$ cat config.mk
export PLATFORM = sky130hd
export DESIGN_NAME = puf_uart_host
export DESIGN_NICKNAME = d
export VERILOG_FILES = /design/src/rtl/puf_uart_host_pkg.sv /design/src/rtl/uart_byte_rx.sv /design/src/rtl/puf_uart_host.sv
export SDC_FILE = /design/constraint.sdc
export NUM_CORES = 1
export LEC_CHECK = 0
export ABC_AREA = 1
export CAP_MARGIN = 20
export CORE_MARGIN = 2
export CORE_UTILIZATION = 55
export DETAILED_ROUTE_END_ITERATION = 6
export PLACE_DENSITY_LB_ADDON = 0.12
export SYNTH_ARGS = -nofsm -noshare
export SYNTH_HDL_FRONTEND = slang
export SYNTH_SLANG_ARGS = --single-unit
$ cat constraint.sdc
create_clock -name clk -period 2.38 [get_ports clk]
set_clock_uncertainty 0.05 [all_clocks]
set_input_delay 0.357 -clock clk [delete_from_list [all_inputs] [get_ports clk]]
set_output_delay 0.357 -clock clk [all_outputs]
set_load 0.01 [all_outputs]
$ cat src/rtl/puf_uart_host_pkg.sv
`default_nettype none
// ============================================================================
// puf_uart_host_pkg
// Shared FSM state encoding and frame-size constants for the PUF UART host.
// Revision: 1.0
// ============================================================================
package puf_uart_host_pkg;

    typedef enum logic [2:0] {
        ST_IDLE      = 3'd0,
        ST_TX_BYTE   = 3'd1,
        ST_WAIT_RESP = 3'd2,
        ST_DONE      = 3'd3,
        ST_ABORT     = 3'd4
    } state_t;

    localparam int RESP_BYTES = 16;
    localparam int CHAL_BYTES = 2;
    localparam int DATA_BITS  = 8;

endpackage
`default_nettype wire

$ cat src/rtl/uart_byte_rx.sv
`default_nettype none
// ============================================================================
// uart_byte_rx
// 8N1 receive bit engine with 2-FF synchronizer and mid-bit sampling.
// Revision: 1.0
// ============================================================================
module uart_byte_rx
    import puf_uart_host_pkg::*;
#(
    parameter int CLKS_PER_BIT = 868
) (
    input  logic       clk,
    input  logic       rst_n,
    input  logic       rx,
    input  logic       en,
    output logic [7:0] data,
    output logic       byte_valid,
    output logic       stop_err
);

    localparam int c_cnt_w = (CLKS_PER_BIT > 1) ? $clog2(CLKS_PER_BIT) : 1;
    localparam int c_half  = CLKS_PER_BIT / 2;

    logic [1:0]           r_sync;
    logic                 r_prev;
    logic                 r_active;
    logic                 r_start_phase;
    logic [c_cnt_w-1:0]   r_cnt;
    logic [3:0]           r_bit_idx;
    logic [DATA_BITS-1:0] r_shift;
    logic                 w_rx_s;
    logic                 w_fall;

    assign w_rx_s = r_sync[1];
    assign w_fall = r_prev & ~w_rx_s;

    always_ff @(posedge clk or negedge rst_n) begin
        if (!rst_n) begin
            r_sync        <= 2'b11;
            r_prev        <= 1'b1;
            r_active      <= 1'b0;
            r_start_phase <= 1'b0;
            r_cnt         <= '0;
            r_bit_idx     <= '0;
            r_shift       <= '0;
            data          <= '0;
            byte_valid    <= 1'b0;
            stop_err      <= 1'b0;
        end else begin
            r_sync     <= {r_sync[0], rx};
            r_prev     <= r_sync[1];
            byte_valid <= 1'b0;
            stop_err   <= 1'b0;
            if (!en) begin
                // Disabling the engine drops any frame in progress.
                r_active <= 1'b0;
            end else if (!r_active) begin
                if (w_fall) begin
                    r_active      <= 1'b1;
                    r_start_phase <= 1'b1;
                    r_cnt         <= '0;
                end
            end else if (r_start_phase) begin
                if (r_cnt == c_cnt_w'(c_half - 1)) begin
                    r_cnt <= '0;
                    if (w_rx_s) begin
                        r_active <= 1'b0;
                    end else begin
                        r_start_phase <= 1'b0;
                        r_bit_idx     <= '0;
                    end
                end else begin
                    r_cnt <= r_cnt + 1'b1;
                end
            end else if (r_cnt == c_cnt_w'(CLKS_PER_BIT - 1)) begin
                r_cnt <= '0;
                if (r_bit_idx == 4'(DATA_BITS)) begin
                    r_active <= 1'b0;
                    if (w_rx_s) begin
                        data       <= r_shift;
                        byte_valid <= 1'b1;
                    end else begin
                        stop_err <= 1'b1;
                    end
                end else begin
                    r_shift   <= {w_rx_s, r_shift[DATA_BITS-1:1]};
                    r_bit_idx <= r_bit_idx + 1'b1;
                end
            end else begin
                r_cnt <= r_cnt + 1'b1;
            end
        end
    end

endmodule
`default_nettype wire

$ cat src/rtl/puf_uart_host.sv
`default_nettype none
// ============================================================================
// puf_uart_host
// Sends a 16-bit challenge over UART and assembles a 16-byte PUF response.
// Revision: 1.0
// ============================================================================
module puf_uart_host
    import puf_uart_host_pkg::*;
#(
    parameter int CLKS_PER_BIT = 868,
    parameter int TIMEOUT_CYC  = 2_000_000
) (
    input  logic         clk,
    input  logic         rst_n,
    input  logic         start,
    input  logic [15:0]  challenge,
    output logic         tx_out,
    input  logic         rx,
    output logic         busy,
    output logic [127:0] response,
    output logic         resp_valid,
    output logic         timeout_err,
    output logic         frame_err
);

    localparam int c_cnt_w = (CLKS_PER_BIT > 1) ? $clog2(CLKS_PER_BIT) : 1;
    localparam int c_tmo_w = $clog2(TIMEOUT_CYC + 1);

    state_t             r_state;
    logic [15:0]        r_chal;
    logic [3:0]         r_byte_idx;
    logic [3:0]         r_tx_bit;
    logic [c_cnt_w-1:0] r_tx_cnt;
    logic [c_tmo_w-1:0] r_tmo;
    logic               w_rx_en;
    logic [7:0]         w_rx_data;
    logic               w_rx_valid;
    logic               w_rx_stop_err;
    logic               w_tx_next;

    assign w_rx_en = (r_state == ST_WAIT_RESP);
    // r_tx_bit 0 is the start bit, 1..8 data, 9 stop; this is the value of the bit that follows.
    assign w_tx_next = (r_tx_bit < 4'(DATA_BITS)) ? r_chal[r_tx_bit[2:0]] : 1'b1;

    uart_byte_rx #(
        .CLKS_PER_BIT (CLKS_PER_BIT)
    ) u_rx (
        .clk        (clk),
        .rst_n      (rst_n),
        .rx         (rx),
        .en         (w_rx_en),
        .data       (w_rx_data),
        .byte_valid (w_rx_valid),
        .stop_err   (w_rx_stop_err)
    );

    always_ff @(posedge clk or negedge rst_n) begin
        if (!rst_n) begin
            r_state     <= ST_IDLE;
            tx_out      <= 1'b1;
            busy        <= 1'b0;
            resp_valid  <= 1'b0;
            timeout_err <= 1'b0;
            frame_err   <= 1'b0;
            response    <= '0;
            r_chal      <= '0;
            r_byte_idx  <= '0;
            r_tx_bit    <= '0;
            r_tx_cnt    <= '0;
            r_tmo       <= '0;
        end else begin
            resp_valid  <= 1'b0;
            timeout_err <= 1'b0;
            frame_err   <= 1'b0;
            case (r_state)
                ST_IDLE: begin
                    tx_out <= 1'b1;
                    if (start) begin
                        r_chal     <= challenge;
                        r_byte_idx <= '0;
                        r_tx_bit   <= '0;
                        r_tx_cnt   <= '0;
                        tx_out     <= 1'b0;
                        busy       <= 1'b1;
                        r_state    <= ST_TX_BYTE;
                    end
                end
                ST_TX_BYTE: begin
                    if (r_tx_cnt == c_cnt_w'(CLKS_PER_BIT - 1)) begin
                        r_tx_cnt <= '0;
                        if (r_tx_bit == 4'(DATA_BITS + 1)) begin
                            r_tx_bit <= '0;
                            if (r_byte_idx == 4'(CHAL_BYTES - 1)) begin
                                tx_out     <= 1'b1;
                                r_tmo      <= '0;
                                r_byte_idx <= '0;
                                r_state    <= ST_WAIT_RESP;
                            end else begin
                                r_byte_idx <= r_byte_idx + 1'b1;
                                r_chal     <= r_chal >> DATA_BITS;
                                tx_out     <= 1'b0;
                            end
                        end else begin
                            r_tx_bit <= r_tx_bit + 1'b1;
                            tx_out   <= w_tx_next;
                        end
                    end else begin
                        r_tx_cnt <= r_tx_cnt + 1'b1;
                    end
                end
                ST_WAIT_RESP: begin
                    r_tmo <= r_tmo + 1'b1;
                    if (r_tmo == c_tmo_w'(TIMEOUT_CYC - 1)) begin
                        timeout_err <= 1'b1;
                        r_state     <= ST_ABORT;
                    end else if (w_rx_stop_err) begin
                        frame_err <= 1'b1;
                        r_state   <= ST_ABORT;
                    end else if (w_rx_valid) begin
                        response[{r_byte_idx, 3'b000} +: 8] <= w_rx_data;
                        r_byte_idx <= r_byte_idx + 1'b1;
                        if (r_byte_idx == 4'(RESP_BYTES - 1)) begin
                            resp_valid <= 1'b1;
                            r_state    <= ST_DONE;
                        end
                    end
                end
                ST_DONE, ST_ABORT: begin
                    busy    <= 1'b0;
                    r_state <= ST_IDLE;
                end
                default: begin
                    busy    <= 1'b0;
                    tx_out  <= 1'b1;
                    r_state <= ST_IDLE;
                end
            endcase
        end
    end

endmodule
`default_nettype wire

==> Word-level counts from Yosys, hierarchy flattened <==
Index checks and enable logic that the tools add are counted.
{ "word_totals": {"word_cells": 173, "in_bits": 20, "register_bits": 228, "out_inout_bits": 133} }
{ "op_classes": {"n_lt_le_gt_ge": 2, "reduce_logical": 21, "bitwise_logic": 8, "muxes": 86, "shifts": 2, "n_eq_ne": 25, "add_sub_neg": 7} }
{ "op_table": {"columns": ["op", "n"], "rows": [
  ["$bwmux 128", 1],
  ["$shift 8x9->128 const A", 1],
  ["$shiftx 8x9->128", 1],
  ["$mux 10", 7],
  ["$mux 16", 4],
  ["$mux 21", 3],
  ["$mux 4", 14],
  ["$pmux 21 s2", 1],
  ["$mux 1", 40],
  ["$pmux 16 s2", 1],
  ["$mux 3", 8],
  ["$add 21x1->21 const B", 1],
  ["$eq 21x21->1 const B", 1],
  ["$add 10x1->10 const B", 2],
  ["$eq 10x10->1 const B", 2],
  ["$ne 2x2->1 const B", 10],
  ["$pmux 10 s2", 1],
  ["$reduce_and 6->1", 3],
  ["$add 4x1->4 const B", 3],
  ["$eq 4x4->1 const B", 3],
  ["$pmux 4 s3", 1],
  ["$eq 10x9->1 const B", 1],
  ["$reduce_and 5->1", 2],
  ["$neg 7->9", 1],
  ["24 further kinds", 39]
]} }

==> Longest topological paths before layout <==
{ "logic_depth": {"word_depth": 6, "depth_mapped": 14, "depth_no_buf": 13} }

==> Modules after synthesis <==
Synthesis repeated with hierarchy kept, for this count alone.
{ "unflattened": {"hier_cells": 1386, "area_unflattened_um2": 11696.2} }
{ "by_module_without_submodules": {"columns": ["module", "cells_each", "area_per_inst_um2", "seq_area_each_um2", "n_inst"], "rows": [
  ["puf_uart_host", 1187, 9855.7, 4780.8, 1],
  ["uart_byte_rx", 199, 1840.5, 929.6, 1]
]} }

==> Worst setup path after synthesis <==
Ideal clock, no wire load.
{ "synth_path": {"kind": "flip-flop to flip-flop", "start": "register r_byte_idx[0]", "end": "register response[120]", "n_path_buf": 1, "t_arrival_ps": 1864, "slack_ps": 348, "synth_period_minus_slack_ps": 2032, "path_stages_with_launch": 10, "t_required_ps": 2212, "setup_time_ps": 118, "path_cell_list": "dfrtp_1 > inv_2 > ha_1 > nor2_1 > buf_2 > nand2_1 > nor2_4 > nand4_2 > nand2_1 > nand2_1"} }
{ "synth_via": {"elab_chain_cells": 3, "elab_cells_between_ends": 4, "classes_between": "add/sub: 1; shift: 2; mux: 1"} }
{ "synth_rtl": {"columns": ["item", "line", "rtl"], "rows": [
  ["from (decl)", "puf_uart_host.sv:31", "logic [3:0] r_byte_idx;"],
  ["from (signal assigned)", "puf_uart_host.sv:99", "r_byte_idx <= r_byte_idx + 1'b1;"],
  ["from (signal assigned)", "puf_uart_host.sv:121", "r_byte_idx <= r_byte_idx + 1'b1;"],
  ["$neg 7->9 *", "puf_uart_host.sv:120", "response[{r_byte_idx, 3'b000} +: 8] <= w_rx_data;"],
  ["$shiftx 8x9->128 / $shift 8x9->128 (equally long branches)", "puf_uart_host.sv:120", null],
  ["$bwmux 128 *", "puf_uart_host.sv:120", null],
  ["to (signal, indexed assignment)", "puf_uart_host.sv:120", null],
  ["to (decl)", "puf_uart_host.sv:20", "output logic [127:0] response,"]
]} }
Every way passes the cells marked *; elsewhere a longest branch is shown, timed or not.
A chain may end at the register's enable or synchronous reset.

==> Worst setup path in the final report <==
{ "layout_path": {"start": "register r_byte_idx[1]", "end": "register response[126]"} }
The elaborated chain is that of the path after synthesis.

==> key figures <==
Worst setup path
  • Reg-to-Reg Start: r_byte_idx[1]$_DFFE_PN0P_
  • Worst setup path start: r_byte_idx[1]$_DFFE_PN0P_
  • Worst Reg-to-Reg Cells: 9
  • Slowest CP cell: dfrtp_1
  • CP most frequent cell: nand2_1
  • WP data arrival: 2.60 ns
  • Req. time, crit path: 2.74 ns
  • Critical path, cell by cell: inv_1 > ha_1 > nor2_1 > buf_4 > nand2_1 > nor2_4 > nand4_2 > nand2_1 > nand2_1
  • Worst Setup Start Kind: flop
  • Bufs and invs on worst path: 2
  • Delay-heaviest family, CP: simple AND/OR/NAND/NOR gates
  • CP Class: flop to flop
  • CP Depth: 9
  • FF-to-FF End: response[126]$_DFFE_PN0P_
  • Reg2reg setup slack: 0.14 ns
  • Max FO, Critical Path: 10
  • Slowest stage delay, CP: 0.40 ns
  • CP Capture Type: flop

Placement
  • Placed Cells: 1843
  • Setup WS pre-CTS: 0.0600 ns
  • HPWL after DPL: 20600 um
  • Gpl congestion: 0.897
  • DP Area: 0.0134 mm^2
  • Port bufs: 152

Global route
  • GR Overflow Total: 0
  • Vias in the first global route: 9463
  • Total Routing Usage GR: 26.6%
  • Largest net degree at the start of global routing: 58
  • First-pass GRT wire length: 48000 um
  • Initial antenna violation count: 0

Synth
  • FF+latch count, synth: 228
  • Synthesized cell area: 0.0116 mm^2
  • Area contributors post-synth: dfrtp_1, nand2_1, nand4_1
  • Yosys cell types: 43
  • EDFF count, synth: 0
  • Synthesized net count: 1473
  • Share of Yosys cell area claimed by the top area cell type: 48.5%
  • Ys async rst share: 100%
  • Cells after Synth: 1442
  • Largest area contributor in the netlist: dfrtp_1
  • Share of the yosys chip area belonging to registers: 49.4%
  • Synth cell count leaders: nand2_1, dfrtp_1, nor2_1
  • Ys Warns: 0
  • Prevailing post-synth register cell: dfrtp_1
  • Most common cell in the netlist: nand2_1
  • Synth Area per Inst: 8.01 um^2

Detailed routing
  • Via count: 10.4k
  • Vias per cell: 5.51
  • Initial DRC Count: 846
  • # DRC: 0
  • First-pass iteration count of the detailed router: 5
  • Post-Route WL: 29500 um
  • Post-route ant nets: 0
  • DR WL/cell: 15.6 um

Hold path
  • Hold_sp: rx
  • Worst Hold Class: input port to flop
  • Hold path depth: 1
  • Hold Path Sink: u_rx.r_sync[0]$_DFF_PN1_

Final layout
  • P&R area growth vs syn: 23.2%
  • Fillers: 1729
  • Post-route insts no fill: 1894
  • Register area: 0.00571 mm^2
  • Share of cells above drive strength 1: 9.33%
  • N_diodes: 0
  • Layout Nets: 1632
  • Post-layout util: 68.4%
  • Final instance area: 0.0142 mm^2
  • Multi-input gate area: 0.00515 mm^2

Floorplanning
  • Ports: 153
  • Starting Density: 55.5%
  • Die X: 149 um
  • Core Region: 0.0208 mm^2
  • Die Ht: 149 um
  • Die ar.: 0.0222 mm^2
  • Row cnt: 53

STA
  • Tcrit/Tclk final: 94.3%
  • Final Hold Viols: 0
  • Minimum clock period: 2.24 ns
  • Final Setup Violations: 0
  • Worst slew margin: 63.2%
  • Max frequency: 446 MHz
  • PnR worst setup slack: 0.137 ns
  • RSZ-0062 raised after global routing: true
  • Slew Viols, Final: 0
  • Least-Margin Pin Slew: 0.552 ns

Clocking
  • H-tree Lvls: 1
  • CTS root buf: clkbuf_16
  • Clk slew on worst S/H paths: 0.06 ns
  • Num CTS Buffers: 25
  • Max clock buf depth: 3
  • CTS Sinks: 228
  • Skew-Pair Late Insertion Delay: 0.52 ns
  • CTS tree: built

Power
  • P_sw: 1.82 mW
  • Gate power share: 4.3%
  • VDD IR max: 0.628 mV
  • Seq pwr share: 50.0%
  • Internal power: 6.23 mW
  • Clock power frac: 45.7%
  • Sw Ratio: 22.6%
  • PD cells: 565 mW/mm^2
  • Lkg Pwr: 6.78 nW

Run
  • Max Cap Viol: 0

Status
  • Outcome: finished, final reports clean
==> logic make-up (layout without fill, tap and decap cells) <==
group	after synthesis	in the layout	synth area share (%)
flops	228	228	49.4
xor+xnor	19	19	1.44
simple gates	882	883	34.4
mux	9	9	0.780
compound gates	131	131	6.43
buf+inv	162	338	6.31
fa+ha+maj	11	11	1.19
==> power groups by stage <==
stage	Sequential, mW	Clock (mW)	Combinational (mW)
global route	4.04	3.95	0.412
global placement	4.09	0	0.341
finish	4.03	3.68	0.345
CTS	4.03	3.75	0.354
detailed placement	4.09	0	0.353
floorplan	4.08	0	0.195
==> routing by layer <==
layer | GRT usage, % | vias to the layer above | share of wire [%]
met5 | 0 | - | 0
met4 | 8.19 | 0 | 2.9
met3 | 5.38 | 60 | 8.5
met2 | 42.6 | 432 | 46
met1 | 36.8 | 4861 | 43
li1 | - | 5075 | -
==> worst max path at each step <==
stage               slack (ns)                        end
floorplan                 0.35  response[120]$_DFFE_PN0P_
global placement          0.16   response[20]$_DFFE_PN0P_
detailed placement        0.06   response[15]$_DFFE_PN0P_
CTS                       0.06   response[15]$_DFFE_PN0P_
global route             -0.06   response[15]$_DFFE_PN0P_
finish                    0.14  response[126]$_DFFE_PN0P_
==> what timing repair did <==
| action | CTS | global route |
|---|---|---|
| hold buffers | 1 | 0 |
| gates resized for setup | 0 | 5 |
| buffers inserted | 0 | 4 |
| endpoints found under the hold margin | 53 | 0 |
| endpoints found under the setup margin | 0 | 67 |
==> cell usage in the layout (no fill, tap or decap), types with 2 or more instances in the layout <==
| master | count |
|---|---|
| nand2_1 | 472 |
| dfrtp_1 | 224 |
| clkdlybuf4s50_1 | 151 |
| nor2_1 | 130 |
| nand3_1 | 95 |
| inv_1 | 93 |
| nand4_1 | 86 |
| o21ai_0 | 68 |
| nor3_1 | 54 |
| buf_4 | 32 |
| clkbuf_16 | 25 |
| a21oi_1 | 23 |
| xor2_1 | 15 |
| o21ai_2 | 15 |
| ha_1 | 11 |
| nor2_2 | 10 |
| nor2_4 | 10 |
| o21ai_1 | 10 |
| inv_2 | 9 |
| mux2i_1 | 9 |
| o22ai_1 | 8 |
| clkinv_2 | 7 |
| clkbuf_1 | 7 |
| nand3_2 | 6 |
| nand2_2 | 5 |
| xnor2_1 | 4 |
| nand4_4 | 4 |
| buf_12 | 4 |
| dfstp_2 | 4 |
| nand4_2 | 3 |
| clkbuf_8 | 3 |
| nand3_4 | 2 |
| a22o_1 | 2 |
==> through the flow <==
stage / hold slack [ns] / TNS [ns] / power (mW)
detailed placement: 0.268 / 0 / 4.45
finish: 0.195 / 0 / 8.05
global route: 0.193 / -0.569 / 8.40
floorplan: 0.0114 / 0 / 4.27
global placement: 0.267 / 0 / 4.43
CTS: 0.176 / 0 / 8.13
==> sequential cells by signal, indices dropped and copies added (netlist names), 2 cells and up <==
signal,count
r_tmo,21
u_rx.r_bit_idx,4
r_tx_cnt,10
u_rx.r_shift,8
r_chal,16
u_rx.r_sync,2
response,128
u_rx.r_cnt,10
r_tx_bit,4
r_byte_idx,4
r_state,3
u_rx.data,8
==> final cells by class <==
cell class / count / share of cell area, %
clock buffer: 35 / 4.87
clock inverter: 10 / 0.571
inverter: 103 / 2.73
multi-input combinational: 1053 / 36.2
sequential: 228 / 40.1
tap: 275 / 2.42
timing repair buffer: 190 / 13.1
Power figures use the tool's default switching activity.
